### src/rtl/pc_unit.sv
// pc_unit: fetch-stage program counter with an optional return-address stack.
// Build option: define PC_STACK_EN to include the return stack; without it
// push/pop are ignored and the stack flags are tied to their idle values.
// Priority of the next address: clr > load > valid pop > inc > hold.

module pc_unit #(
    parameter int WIDTH       = 16,
    parameter int STACK_DEPTH = 4
) (
    input  logic             clk,
    input  logic             rst_n,
    input  logic             clr,
    input  logic [WIDTH-1:0] in,
    input  logic             load,
    input  logic             inc,
    input  logic             push,
    input  logic             pop,
    output logic [WIDTH-1:0] out,
    output logic             stack_empty,
    output logic             stack_full,
    output logic             stack_err
);

    logic [WIDTH-1:0] out_inc;
    logic             pop_ok;
    logic [WIDTH-1:0] top_val;

    // Return address and increment both use the pre-edge out, wrapping mod 2^WIDTH.
    assign out_inc = out + 1'b1;

`ifdef PC_STACK_EN
    localparam int          PW       = $clog2(STACK_DEPTH);
    localparam logic [PW:0] FULL_CNT = (PW+1)'(STACK_DEPTH);

    logic [WIDTH-1:0] mem [STACK_DEPTH];
    logic [PW-1:0]    sp;        // next free slot; top lives at sp-1
    logic [PW:0]      depth;
    logic [PW-1:0]    top_idx;
    logic             is_empty;
    logic             is_full;
    logic             push_ok;
    logic             err_nxt;

    assign top_idx  = sp - 1'b1;
    assign top_val  = mem[top_idx];
    assign is_empty = (depth == '0);
    assign is_full  = (depth == FULL_CNT);
    assign pop_ok   = pop && !is_empty;
    // A push alongside a valid pop is a swap of the top entry, so it never overflows.
    assign push_ok  = push && (!is_full || pop_ok);
    assign err_nxt  = (pop && is_empty) || (push && is_full && !pop_ok);

    // Stack pointer, depth and the registered error pulse.
    always_ff @(posedge clk or negedge rst_n) begin
        if (!rst_n) begin
            sp        <= '0;
            depth     <= '0;
            stack_err <= 1'b0;
        end else begin
            stack_err <= err_nxt;
            if (push_ok && !pop_ok) begin
                sp    <= sp + 1'b1;
                depth <= depth + 1'b1;
            end else if (pop_ok && !push_ok) begin
                sp    <= top_idx;
                depth <= depth - 1'b1;
            end
        end
    end

    // Stack storage; contents are don't-care after reset so it carries no reset.
    always_ff @(posedge clk) begin
        if (push_ok) begin
            if (pop_ok) mem[top_idx] <= out_inc;
            else        mem[sp]      <= out_inc;
        end
    end

    assign stack_empty = is_empty;
    assign stack_full  = is_full;
`else
    logic unused_stack;
    assign unused_stack = ^{push, pop};

    assign pop_ok      = 1'b0;
    assign top_val     = '0;
    assign stack_empty = 1'b1;
    assign stack_full  = 1'b0;
    assign stack_err   = 1'b0;
`endif

    // Program counter register with clr > load > pop > inc > hold priority.
    always_ff @(posedge clk or negedge rst_n) begin
        if (!rst_n) begin
            out <= '0;
        end else if (clr) begin
            out <= '0;
        end else if (load) begin
            out <= in;
        end else if (pop_ok) begin
            out <= top_val;
        end else if (inc) begin
            out <= out_inc;
        end
    end

endmodule
### config.mk
export PLATFORM = sky130hd
export DESIGN_NAME = pc_unit
export DESIGN_NICKNAME = d
export VERILOG_FILES = /design/src/rtl/pc_unit.sv
export SDC_FILE = /design/constraint.sdc
export NUM_CORES = 1
export LEC_CHECK = 0
export CELL_PAD_IN_SITES_DETAIL_PLACEMENT = 0
export CELL_PAD_IN_SITES_GLOBAL_PLACEMENT = 1
export CORE_UTILIZATION = 30
export CTS_CLUSTER_SIZE = 24
export DETAILED_ROUTE_END_ITERATION = 16
export PLACE_DENSITY = 0.87
export SETUP_SLACK_MARGIN = 0.1
export SYNTH_ARGS = -nofsm -noshare
export SYNTH_HDL_FRONTEND = slang
export SYNTH_SLANG_ARGS = --single-unit
### constraint.sdc
create_clock -name clk -period 2.1 [get_ports clk]
set_input_delay 0.42 -clock clk [delete_from_list [all_inputs] [get_ports clk]]
set_output_delay 0.42 -clock clk [all_outputs]
set_load 0.01 [all_outputs]
== Word level (Yosys, flattened, before mapping) ==
Index checks and enable logic that the tools add are counted.

* Add/sub/neg operators: 1
* Reductions and logical operators: 1
* Mux-type cells: 3

{| class="wikitable"
|+ Operators with widths
! cell !! count
|-
| two-way mux 16 bit || 3
|-
| adder 16 x 1 -> 16 bit (second input constant) || 1
|-
| nonzero test 3 bit || 1
|}

* Output and inout port bits: 19
* Register bits after elaboration: 16

== Longest topological paths before layout ==
* Depth in word-level cells: 4
* Mapped depth: 6
* Depth with buffers taken out: 5

== Least setup slack after synthesis ==
Ideal clock, no wire load.

* Kind: input port to flip-flop
* Start point: input inc
* End point: register out[15]
* Stages on the path: 6
* Setup time: 0.099 ns
* Arrival: 1.948 ns
* Path buffers: 2
* Required time: 2.001 ns
* Path slack: 0.052 ns
* Cell sequence: buf_6 nand4_4 or4_1 buf_2 or4_1 a311oi_1

* Longest elaborated chain between the ends: 1

{| class="wikitable"
|+ RTL lines
! item !! line !! source
|-
| start, declared || 15 || <nowiki>input logic inc,</nowiki>
|-
| nonzero test 3 bit (no line) || -- ||
|-
| end signal, assigned || 99 || <nowiki>out <= in;</nowiki>
|-
| end signal, assigned || 101 || <nowiki>out <= top_val;</nowiki>
|-
| end signal, assigned || 103 || <nowiki>out <= out_inc;</nowiki>
|-
| end, declared || 18 || <nowiki>output logic [WIDTH-1:0] out,</nowiki>
|}

No other way between the ends.
A chain may end at the register's enable or synchronous reset.

== Final worst setup path ==
* Start point: register out[8]
* End point: register out[15]

* Longest elaborated chain between the ends: 4

{| class="wikitable"
|+ RTL lines
! item !! line !! source
|-
| adder 16 x 1 -> 16 bit || 29 || <nowiki>assign out_inc = out + 1'b1;</nowiki>
|-
| two-way mux 16 bit || 102 || <nowiki>end else if (inc) begin</nowiki>
|-
| two-way mux 16 bit || 98 || <nowiki>end else if (load) begin</nowiki>
|-
| two-way mux 16 bit || 96 || <nowiki>end else if (clr) begin</nowiki>
|}

No other way between the ends. The select of a mux whose other input is x is not followed.

==> results.toml <==
[clock_network]
cts_tree = "done"
cts_sinks = 16
htreeDepth = 1
cts_buffer_depth = 2
clk_pin_slew_ns = 0.10
cts_hold_buf = 0
cts_made_buffers = 3
cts-root-buf = "clkbuf_4"
clk_latency_ns = 0.28

[placement]
place_area_um2 = 1410
place.gp.congestion = 0.768
post-dp-hpwl_um = 1860
io_buffers = 36
post-place-ws_ns = -0.295

[synth]
synth_top_area_cell = "dfrtp_1"
synth_area_um2 = 995
synth.most_common_cell = "dfrtp_1"
post_synth_num_cell_types = 33
ys_async_sr_fraction_pct = 100
synth_top_area_share_pct = 40.3
avgSynthCellArea_um2 = 8.96
synth-edff-count = 0
synth_cells = 111
synth-main-ff-cell = "dfrtp_1"
yosys-top-cells-count = "16 x dfrtp_1, 15 x nor2_1, 8 x nand2_1, 6 x a211oi_1, 6 x a21oi_1"
ys_top_cells_by_area = "dfrtp_1 40%, nor2_1 5.7%, a211oi_1 4.5%"
seq_area_frac_synth_pct = 40.3
synth_warnings = 0
synth-seq-cells = 16

[critical_path]
critPathBufInv = 1
worst-setup-path-type = "reg2reg"
start_kind = "flop"
cp_max_fo = 4
cp.required_ns = 2.29
cpPeakStageDelay_ns = 0.57
crit_path_top_delay_cell = "or4_4"
cp_cell_sequence = "clkinv_1 > or4_4 > or4_1 > a311oi_1"
crit_path_end_kind = "flop"
worstPathArrival_ns = 2.09
ff2ff_path_depth = 4
cp.depth = 4
cp_top_family = "simple AND/OR/NAND/NOR gates"

[global_route]
overflow = 0
grt_max_degree = 26
grtUsageTotal_pct = 15.5
grt_pass1_wl_um = 4060
grt_pass1_vias = 917
antenna_found_initial = 0

[route]
antenna_left = 0
drt_iter0_drc = 30
viasPerCell = 5.00
routedWlPerCell_um = 13.0
drt_pass1_iterations = 4
vias = 980
wl_um = 2550
drc_errors = 0

[cells_and_area]
fin_area_um2 = 1470
finish.utilization_pct = 47.5
top_regs = "out: 16 flops"
largest_reg_flops = 16
nFillCells = 327
drive_gt1_share_pct = 15.1
fin_nets = 177
synthToLayoutAreaGrowth_pct = 48.2
diodes = 0
top_register = "out"

[floorplan]
die_w_um = 59.6
dieArea_um2 = 3550
core_area_um2 = 3100
initial_core_util_pct = 32.1
die_h_um = 59.6
rows = 20
pin_count = 42

[timing]
finalSetupViolCount = 0
rsz0062_at_grt = "no"
fin_skew_ns = 0.00130
setup-tns-final_ns = 0
max_freq_mhz = 526
min_period_over_period_pct = 90.5
slew_viol_final = 0
worst_slack_ns = 0.199
relSlewSlack_pct = 57.8
worst_slew_pin_slew_ns = 0.631
min_period_ns = 1.90
final_hold_viol_count = 0

[pwr]
ir_drop_mv = 0.144
p_sw_w = 0.000206
pwr-share-comb_pct = 23.8
power.density_nw_per_um2 = 502
p_seq_share_pct = 48.4
p_int_w = 0.000533
p_total_w = 0.000739
clkPwrFrac_pct = 27.9
swShare_pct = 27.9
p_leak_nw = 0.564

[min_path]
hold_class = "in2async"

[outcome]
outcome = "complete, no violations"

[run]
max-cap-violations = 0
-- cell type report --
cell class / count / area, um2 / area share [%]
repair buffers: 45 / 427 / 28.9
multi-input cells: 81 / 526 / 35.7
inverters: 6 / 27.5 / 1.87
clock buffers: 4 / 36.3 / 2.46
well taps: 44 / 55.1 / 3.74
flip-flops and latches: 16 / 403 / 27.3
-- worst register-to-register path, delay by kind of cell (launching register included) --
| family | cells | cell delay, ns |
|---|---|---|
| flops | 1 | 0.40 |
| buf+inv | 1 | 0.13 |
| simple gates | 2 | 1.05 |
| compound gates | 1 | 0.22 |
-- layer usage --
layer  wire length, um  vias to the layer above  share of wire, %  global-route usage (%)
met1              1130                      468                44                    18.0
met5                 0                        -                 0                       0
met3               120                        4               4.7                    1.97
li1                  -                      473                 -                       -
met4                43                        0               1.7                    8.31
met2              1260                       35                49                    27.6
-- power by group through the flow --
stage / Sequential, W / Combinational, W / Clock (W)
after floorplan: 0.000367 / 0.0000699 / 0
after global placement: 0.000361 / 0.000171 / 0
after detailed placement: 0.000363 / 0.000175 / 0
after CTS: 0.000357 / 0.000175 / 0.000210
after global routing: 0.000361 / 0.000193 / 0.000219
final: 0.000357 / 0.000176 / 0.000206
-- what timing repair did --
action                     in CTS  in global routing
pin swaps                       0                  1
setup endpoints to repair       3                  3
setup buffers                   0                  1
resized for setup               2                  5
-- cell families after synthesis --
kind of cell               Yosys count  synth area share [%]
and+or+nand+nor                     44                  23.4
AOI/OAI and AO/OA                   22                  15.5
DFF                                 16                  40.3
buffers and inverters               15                  8.93
xor gates and xnor gates             9                  7.92
other                                2                 0.755
muxes                                2                  2.01
adders and majority gates            1                  1.26
-- metrics by stage --
stage / instances / hold WS [ns]
CTS: 195 / 0.451
global route: 196 / 0.467
global placement: 191 / 0.563
floorplan: 112 / 0.124
finish: 196 / 0.447
detailed placement: 191 / 0.588
-- worst paths after layout --
kind,slack (ns),endpoint,startpoint
min in group clk,0.60,out[15],out[15]
setup / recovery,0.20,out[15],out[8]
hold / removal,0.45,out[13],rst_n
setup reg to reg,0.20,out[15],out[8]
max in group asynchronous,1.45,out[0],rst_n
hold reg to reg,0.60,out[15],out[15]
-- placed cells by master, fill, tap and decap left out --
| cell | n |
|---|---|
| a2111oi_2 | 1 |
| a211oi_1 | 6 |
| a21oi_1 | 6 |
| a311oi_1 | 3 |
| buf_4 | 9 |
| clkbuf_4 | 3 |
| clkbuf_8 | 1 |
| clkdlybuf4s50_1 | 35 |
| clkinv_1 | 1 |
| conb_1 | 3 |
| dfrtp_1 | 14 |
| dfrtp_2 | 2 |
| dlygate4sd2_1 | 1 |
| ha_1 | 1 |
| inv_1 | 4 |
| inv_6 | 1 |
| mux2i_1 | 2 |
| nand2_1 | 8 |
| nand3_1 | 3 |
| nand3_2 | 1 |
| nand4_1 | 4 |
| nand4_4 | 1 |
| nor2_1 | 15 |
| nor3_1 | 2 |
| nor4_1 | 3 |
| nor4_2 | 1 |
| o21ai_0 | 2 |
| o21bai_1 | 1 |
| o31a_1 | 1 |
| o31a_2 | 1 |
| o31ai_1 | 1 |
| or2_2 | 1 |
| or3_1 | 3 |
| or4_1 | 1 |
| or4_4 | 1 |
| xnor2_1 | 5 |
| xor2_1 | 4 |
Note: power is estimated with default switching activity, not from simulation.
